[src/rtl/uart_receiver.sv]
// UART receive path: 2-flop synchroniser, oversampled start/data/parity/stop
// sampling, and a one-clock rx_done strobe with parity and framing flags.
module uart_receiver #(
   parameter int DATA_WIDTH = 8,
   parameter int OVERSAMPLE = 16
) (
   input  logic                  clk,
   input  logic                  rst,
   input  logic                  rx_i,
   input  logic                  rx_tick_i,
   input  logic                  parity_en_i,
   input  logic                  odd_r_even_parity_i,
   output logic [DATA_WIDTH-1:0] data_out_o,
   output logic                  rx_done_o,
   output logic                  parity_err_o,
   output logic                  frame_err_o,
   output logic                  busy_o,
   output logic [2:0]            state_o
);

   localparam int TW = $clog2(OVERSAMPLE);
   localparam int BW = $clog2(DATA_WIDTH) + 1;
   localparam logic [TW-1:0] TICK_MID  = TW'(OVERSAMPLE / 2 - 1);
   localparam logic [TW-1:0] TICK_LAST = TW'(OVERSAMPLE - 1);
   localparam logic [BW-1:0] BIT_LAST  = BW'(DATA_WIDTH - 1);

   typedef enum logic [2:0] {
      S_IDLE   = 3'd0,
      S_START  = 3'd1,
      S_DATA   = 3'd2,
      S_PARITY = 3'd3,
      S_STOP   = 3'd4
   } state_t;

   state_t                state_q, state_d;
   logic                  rx_meta_q, rx_s_q;
   logic [TW-1:0]         tick_q, tick_d;
   logic [BW-1:0]         bit_q, bit_d;
   logic [DATA_WIDTH-1:0] shift_q, shift_d;
   logic                  par_en_q, par_en_d;
   logic                  par_even_q, par_even_d;
   logic                  perr_q, perr_d;
   logic [DATA_WIDTH-1:0] data_q, data_d;
   logic                  done_q, done_d;
   logic                  perr_out_q, perr_out_d;
   logic                  ferr_q, ferr_d;

   // Synchroniser idles high so reset never looks like a start bit.
   always_ff @(posedge clk or negedge rst) begin
      if (!rst) begin
         rx_meta_q <= 1'b1;
         rx_s_q    <= 1'b1;
      end else begin
         rx_meta_q <= rx_i;
         rx_s_q    <= rx_meta_q;
      end
   end

   always_ff @(posedge clk or negedge rst) begin
      if (!rst) begin
         state_q    <= S_IDLE;
         tick_q     <= '0;
         bit_q      <= '0;
         shift_q    <= '0;
         par_en_q   <= 1'b0;
         par_even_q <= 1'b0;
         perr_q     <= 1'b0;
         data_q     <= '0;
         done_q     <= 1'b0;
         perr_out_q <= 1'b0;
         ferr_q     <= 1'b0;
      end else begin
         state_q    <= state_d;
         tick_q     <= tick_d;
         bit_q      <= bit_d;
         shift_q    <= shift_d;
         par_en_q   <= par_en_d;
         par_even_q <= par_even_d;
         perr_q     <= perr_d;
         data_q     <= data_d;
         done_q     <= done_d;
         perr_out_q <= perr_out_d;
         ferr_q     <= ferr_d;
      end
   end

   always_comb begin
      state_d    = state_q;
      tick_d     = tick_q;
      bit_d      = bit_q;
      shift_d    = shift_q;
      par_en_d   = par_en_q;
      par_even_d = par_even_q;
      perr_d     = perr_q;
      data_d     = data_q;
      done_d     = 1'b0;
      perr_out_d = perr_out_q;
      ferr_d     = ferr_q;
      case (state_q)
         S_IDLE: begin
            // Start detection runs every clk; frame config is frozen here.
            if (!rx_s_q) begin
               state_d    = S_START;
               tick_d     = '0;
               par_en_d   = parity_en_i;
               par_even_d = odd_r_even_parity_i;
            end
         end
         S_START: begin
            if (rx_tick_i) begin
               if (tick_q == TICK_MID) begin
                  if (!rx_s_q) begin
                     state_d = S_DATA;
                     tick_d  = '0;
                     bit_d   = '0;
                     perr_d  = 1'b0;
                  end else begin
                     state_d = S_IDLE;
                  end
               end else begin
                  tick_d = tick_q + 1'b1;
               end
            end
         end
         S_DATA: begin
            if (rx_tick_i) begin
               if (tick_q == TICK_LAST) begin
                  shift_d = {rx_s_q, shift_q[DATA_WIDTH-1:1]};
                  tick_d  = '0;
                  bit_d   = bit_q + 1'b1;
                  if (bit_q == BIT_LAST) begin
                     state_d = par_en_q ? S_PARITY : S_STOP;
                  end
               end else begin
                  tick_d = tick_q + 1'b1;
               end
            end
         end
         S_PARITY: begin
            if (rx_tick_i) begin
               if (tick_q == TICK_LAST) begin
                  perr_d  = rx_s_q != (par_even_q ? ^shift_q : ~^shift_q);
                  tick_d  = '0;
                  state_d = S_STOP;
               end else begin
                  tick_d = tick_q + 1'b1;
               end
            end
         end
         S_STOP: begin
            // Leaving at mid-stop gives half a bit of margin for the next start.
            if (rx_tick_i) begin
               if (tick_q == TICK_LAST) begin
                  data_d     = shift_q;
                  ferr_d     = !rx_s_q;
                  perr_out_d = par_en_q & perr_q;
                  done_d     = 1'b1;
                  tick_d     = '0;
                  state_d    = S_IDLE;
               end else begin
                  tick_d = tick_q + 1'b1;
               end
            end
         end
         default: state_d = S_IDLE;
      endcase
   end

   assign data_out_o   = data_q;
   assign rx_done_o    = done_q;
   assign parity_err_o = perr_out_q;
   assign frame_err_o  = ferr_q;
   assign busy_o       = (state_q != S_IDLE);
   assign state_o      = state_q;

endmodule

[config.mk]
export PLATFORM = sky130hd
export DESIGN_NAME = uart_receiver
export DESIGN_NICKNAME = d
export VERILOG_FILES = /design/src/rtl/uart_receiver.sv
export SDC_FILE = /design/constraint.sdc
export NUM_CORES = 1
export LEC_CHECK = 0
export BUFFER_PORTS_ARGS = -buffer_cell sky130_fd_sc_hd__buf_4
export CORE_ASPECT_RATIO = 0.6
export CORE_MARGIN = 2
export CORE_UTILIZATION = 35
export DETAILED_ROUTE_END_ITERATION = 16
export HOLD_SLACK_MARGIN = 0.1
export PLACE_DENSITY = 0.53
export SLEW_MARGIN = 5
export SYNTH_ARGS = -nofsm -noshare
export SYNTH_HDL_FRONTEND = slang
export SYNTH_SLANG_ARGS = --single-unit
[constraint.sdc]
create_clock -name clk -period 1.7 [get_ports clk]
set_input_delay 0.085 -clock clk [delete_from_list [all_inputs] [get_ports clk]]
set_output_delay 0.085 -clock clk [all_outputs]
set_load 0.05 [all_outputs]
==> results of run 1 <==
[cell usage in the layout, fill, tap and decap left out, types with 2 or more instances in the layout]
master / netlist / layout
buf_4: 3 / 47
dfrtp_1: 33 / 29
nand2_1: 15 / 14
o21ai_0: 15 / 11
mux2_2: 10 / 10
nor2_1: 8 / 7
mux2_1: 8 / 7
inv_1: 6 / 6
xnor2_1: 6 / 6
clkbuf_8: 0 / 6
nand2b_1: 6 / 5
o21ai_1: 1 / 5
a21oi_1: 5 / 5
nand3_1: 5 / 5
nand4_1: 4 / 4
dlygate4sd3_1: 0 / 4
dfrtp_2: 0 / 4
nor2b_1: 3 / 3
buf_6: 0 / 3
nor2_4: 0 / 2
nand3b_1: 2 / 2
a221oi_1: 2 / 2
a21o_1: 2 / 2
a31oi_1: 2 / 2
dfstp_2: 2 / 2
[critical path, delay by kind of cell (launching register included)]
| kind | cells | cell delay, ns |
|---|---|---|
| adders and majority gates | 1 | 0.19 |
| and+or+nand+nor | 1 | 0.14 |
| AOI/OAI and AO/OA | 4 | 0.89 |
| DFF | 1 | 0.40 |
[what timing repair did]
item / in CTS / in global routing
cloned: 0 / 0
endpoints found under the hold margin: 38 / 0
buffers inserted: 2 / 10
pin swaps: 2 / 8
hold buffers: 4 / 0
setup endpoints to repair: 13 / 15
gates resized for setup: 3 / 12
[flip-flops by register name, summed over array words and instances (netlist names)]
name,cells
bit_q,4
data_out_o,8
frame_err_o,1
par_en_q,1
par_even_q,1
parity_err_o,1
perr_q,1
rx_done_o,1
rx_meta_q,1
rx_s_q,1
shift_q,8
state_o,3
tick_q,4
[power by group]
| part | switching (mW) | internal (mW) |
|---|---|---|
| clock | 0.298 | 0.318 |
| combinational | 0.521 | 0.537 |
| sequential | 0.124 | 0.922 |
[cell families (layout without fill, tap and decap cells)]
kind of cell	Yosys count	in the layout	synth area share [%]
and+or+nand+nor	53	53	15.61
AOI/OAI and AO/OA	39	39	15.34
DFF	35	35	47.43
muxes	19	19	11.49
buffers and inverters	16	67	4.256
xor gates and xnor gates	8	8	4.527
adders and majority gates	2	2	1.351
[path summary, 6_finish.rpt]
| kind | cells past startpoint | endpoint | startpoint |
|---|---|---|---|
| min in group asynchronous | 2 | tick_q[1] | rst |
| hold reg to reg | 0 | rx_s_q | rx_meta_q |
| max in group asynchronous | 2 | state_o[2] | rst |
| hold / removal | 3 | tick_q[2] | rx_tick_i |
| setup / recovery | 6 | state_o[0] | tick_q[1] |
| setup reg to reg | 6 | state_o[0] | tick_q[1] |
[layer usage]
| layer | track usage, % | wire length [um] | vias to the layer above |
|---|---|---|---|
| li1 | - | - | 710 |
| met1 | 23.21 | 2381 | 706 |
| met2 | 20.55 | 1672 | 23 |
| met3 | 4.608 | 186 | 5 |
| met4 | 6.548 | 46 | 0 |
| met5 | 0 | 0 | - |
[area by class of cell]
class                      count  area, um2  area share (%)
timing repair buffer          54      426.7           17.39
clock inverter                 1      5.005          0.2040
inverter                       6      22.52          0.9179
sequential                    35      883.3           36.00
tap                           66      82.58           3.366
clock buffer                   6      82.58           3.366
multi-input combinational    121      950.9           38.76
[cells in the mapped netlist, types with 2 or more instances]
master	number
dfrtp_1	33
nand2_1	15
o21ai_0	15
mux2_2	10
mux2_1	8
nor2_1	8
buf_2	6
inv_1	6
nand2b_1	6
xnor2_1	6
a21oi_1	5
nand3_1	5
nand4_1	4
buf_4	3
nor2b_1	3
a21o_1	2
a221oi_1	2
a31oi_1	2
dfstp_2	2
ha_1	2
nand3b_1	2
[metrics by stage]
step	util, %	setup slack (ns)
finish	48.30	0.03501
global route	48.30	-0.05636
CTS	46.16	0.003197
detailed placement	43.08	-0.07080
global placement	43.08	-0.008338
floorplan	-	-0.009135
==> flow_metrics.tcl, run 1 <==
set metrics [dict create \
    fin_area_mm2 0.002454 \
    slew_viol_final 0 \
    cap_viol_max_count 0 \
    hold_viol 0 \
    cts.reportedPaths.clkPinSlew_ns 0.07 \
    syn_area_per_cell_um2 10.77 \
    die_width_um 97.91 \
    syn_inst 172 \
    clk_latency_ns 0.29 \
    yosysWarnings 0 \
    remaining_drc_errors 0 \
    port_buffers 20 \
    synth_top_area_share_pct 44.59 \
    ys_types 48 \
    slowest_stage "dfrtp_1" \
    postRouteAntennaNets 0 \
    synth_edf_count 0 \
    period_needed_ns 1.665 \
    clkSinkCount 35 \
    total_power_mw 2.720 \
    crit_chain "ha_4 > nand4_1 > a22oi_2 > o2111ai_4 > a2111oi_2 > a21o_1" \
    fin_setup_tns_ns 0 \
    drtPass1Iterations 4 \
    die-area_mm2 0.005908 \
    synth_top_area_cell "dfrtp_1" \
    wl_per_cell_um 14.83 \
    end_kind "register" \
    min_period_over_period_pct 97.94 \
    synth_ff_type "dfrtp_1" \
    crit_fanout 6 \
    final_cells 289 \
    ys_top_cells_by_area "dfrtp_1, mux2_2, mux2_1" \
    globalplace.congestion 0.8777 \
    cts_inserted_buffers 5 \
    crit_path_start_kind "register" \
    drt_iter0_markers 67 \
    cts_buffer_depth 2 \
    n_antenna_cell 0 \
    vdd_drop_max_mv 0.4035 \
    viasPerCell 4.997 \
    nFillCells 497 \
    syn_area_mm2 0.001852 \
    p_leak_nw 1.148 \
    r2r_slack_ns 0.04 \
    dp_hpwl_mm 3.074 \
    io_pins 21 \
    cts_tree "done" \
    drive_gt1_share_pct 39.91 \
    critPathMaxStageDelay_ns 0.40 \
    area_delta_synth_final_pct 32.50 \
    critical_path_class "register to register" \
    core_mm2 0.005080 \
    synth_seq_cells 35 \
    worstPathArrival_ns 1.89 \
    ys_seq_area_share_pct 47.43 \
    fin_nets 231 \
    placedCellCount 266 \
    drt-total-wl_mm 4.287 \
    tightest_slew_ns 0.4510 \
    first_global_vias 1391 \
    clockRootBuffer "clkbuf_8" \
    fin_hold_ws_ns 0.2339 \
    grt_pass1_wl_mm 6.858 \
    place_area_mm2 0.002188 \
    required_ns 1.93 \
    h-tree-depth 2 \
    max_freq_ghz 0.6006 \
    fp.dieH_um 60.34 \
    antenna_found_initial 0 \
    grt_overflow_total 0 \
    skew_ns 0.006194 \
    status "complete, no violations" \
    async_flop_share_pct 100.0 \
    grt_use_total_pct 15.45 \
    slew_headroom_pct 69.93 \
    dr_total_vias 1444 \
    hold_path.class "input port to register" \
    grt_max_degree 36 \
    synthesis.nets 180 \
    rows 20 \
    start_util_pct 36.45 \
    power.density_mw_per_mm2 1109 \
    rsz0062_at_grt "yes" \
    setup_viol 0 \
]
(Power assumes the default switching activity.)
==> run 2, diff against run 1 <==
- PLACE_DENSITY: 0.53 -> 0.52
- SETUP_SLACK_MARGIN: default -> 0.1
==> run 2 against run 1 <==
- via count rose by 2.1%
- sequential share of layout area fell by 0.77 points
- die area did not move
- clock-buffer cell count rose by 2
- register-to-register slack got worse by 0.02 ns
- sequential power barely moved
- worst hold slack got worse by 0.0095 ns
- critical path depth fell by 2
- cell count did not move
- first-iteration DRC count rose by 19%
- largest power group unchanged
==> flow_metrics.tcl, run 2 (synthesis gave the netlist of run 1 again) <==
set metrics [dict create \
    status "complete, no violations" \
    crit_chain "or3b_4 > a21o_4 > o2111ai_4 > mux2_4" \
    cp_top_family "flip-flops" \
    drt-total-wl_mm 4.414 \
    drt_iter0_markers 80 \
    dp_hpwl_mm 3.070 \
    cts_tree "done" \
    tightest_slew_ns 0.4450 \
    cts.reportedPaths.clkPinSlew_ns 0.07 \
    globalplace.congestion 0.8339 \
    viasPerCell 5.100 \
    die-area_mm2 0.005908 \
    power.density_mw_per_mm2 1106 \
    skew_ns 0.004204 \
    slew_headroom_pct 70.33 \
    drive_gt1_share_pct 43.50 \
    whs_endpoint "tick_q[1]" \
    hold_viol 0 \
    grt_overflow_total 0 \
    wl_per_cell_um 15.27 \
    clkSinkCount 35 \
    multi_input_area_um2 996.0 \
    first_global_vias 1378 \
    slew_viol_final 0 \
    grt_max_degree 36 \
    period_needed_ns 1.685 \
    antenna_found_initial 0 \
    hold_depth 3 \
    clk_latency_ns 0.29 \
    crit_fanout 6 \
    timing.rr.end "state_o[2]" \
    fin_nets 230 \
    most-common-layout-cells "buf_4, dfrtp_1, nand2_1, o21ai_0, mux2_2" \
    reg2reg_from "state_o[1]" \
    grt_pass1_wl_mm 7.044 \
    p_leak_nw 1.158 \
    nFillCells 490 \
    die_width_um 97.91 \
    worstPathArrival_ns 1.86 \
    critical_path_class "register to register" \
    layout_commonest_cell "buf_4" \
    dr_total_vias 1474 \
    remaining_drc_errors 0 \
    min_period_over_period_pct 99.11 \
    drtPass1Iterations 4 \
    crit_path_start_kind "register" \
    area_delta_synth_final_pct 35.41 \
    rows 20 \
    setup_viol 0 \
    hp-start "rx_tick_i" \
    final_cells 289 \
    core_mm2 0.005080 \
    max_freq_ghz 0.5935 \
    clockRootBuffer "clkbuf_8" \
    rsz0062_at_grt "yes" \
    grt_use_total_pct 15.88 \
    critPathMaxStageDelay_ns 0.46 \
    fp.dieH_um 60.34 \
    cap_viol_max_count 0 \
    crit_start "state_o[1]" \
    place_area_mm2 0.002193 \
    worst-path-buf-inv 0 \
    start_util_pct 36.45 \
    fin_area_mm2 0.002507 \
    n_antenna_cell 0 \
    port_buffers 20 \
    end_kind "register" \
    cts_inserted_buffers 5 \
    ff_latch_area_um2 883.3 \
    slowest_stage "dfrtp_2" \
    hold_path.class "input port to register" \
    cts_buffer_depth 2 \
    placedCellCount 265 \
    r2r_slack_ns 0.02 \
    required_ns 1.88 \
    vdd_drop_max_mv 0.4275 \
    postRouteAntennaNets 0 \
    io_pins 21 \
    h-tree-depth 2 \
    reg2reg_depth 4 \
]
## run 2: cell types whose count changed in the layout (fill, tap and decap cells not counted), moves of 2 or more
cell      delta
nor2_1       -2
o21ai_2      +3
buf_4        -2
a221oi_1     -2
o21ai_1      -2
a221oi_2     +2
nor2_2       +2
## run 2: how the worst max path moves through the flow
stage / to / slack, ns / depth (start not counted)
floorplan: state_o[2] / -0.009 / 4
global placement: state_o[0] / 0.02 / 6
detailed placement: state_o[0] / -0.05 / 6
CTS: state_o[2] / 0.05 / 4
global route: state_o[1] / -0.06 / 7
finish: state_o[2] / 0.02 / 4
## run 2: worst reg2reg max path: stages (launching register included)
cell and delay (ns):
dfrtp_2 0.46, or3b_4 0.43, a21o_4 0.22, o2111ai_4 0.13, mux2_4 0.33
## run 2: timing repair
action / 4_1_cts / 5_1_grt
hold buffers: 4 / 0
buffers inserted: 11 / 0
pin swaps: 8 / 7
setup endpoints to repair: 20 / 31
hold endpoints to repair: 38 / 0
gates resized for setup: 5 / 20
cloned: 0 / 1
## run 2: area by class of cell
| cell class | count | share of cell area (%) |
|---|---|---|
| multi-input combinational | 121 | 39.72 |
| sequential | 35 | 35.23 |
| timing repair buffer | 53 | 16.87 |
| clock buffer | 8 | 3.992 |
| tap | 66 | 3.293 |
| inverter | 6 | 0.8982 |
## run 2: per-stage QoR
step	hold slack (ns)	setup slack, ns	TNS [ns]	util, %	power (mW)
after floorplan	-0.2106	-0.009135	-0.01007	-	1.635
after global placement	0.05987	0.01520	0	43.18	1.905
after detailed placement	0.06891	-0.05062	-0.06793	43.18	1.922
after CTS	0.2118	0.04597	0	48.03	2.709
after global routing	0.2519	-0.05782	-0.2480	49.36	2.934
final	0.2244	0.01515	0	49.36	2.773
## run 2: per-layer routing
layer	routed length (um)	track usage, %
met5	0	0
met4	61	6.349
met3	291	5.184
met2	1742	22.31
met1	2319	22.84
## run 2: where the power goes
group          total (mW)  leakage [nW]  internal (mW)  switching [mW]
clock network       0.674        0.0515          0.370           0.304
logic                1.06         0.640          0.519           0.542
registers            1.04         0.466          0.921           0.117
total                2.77          1.16           1.81           0.963
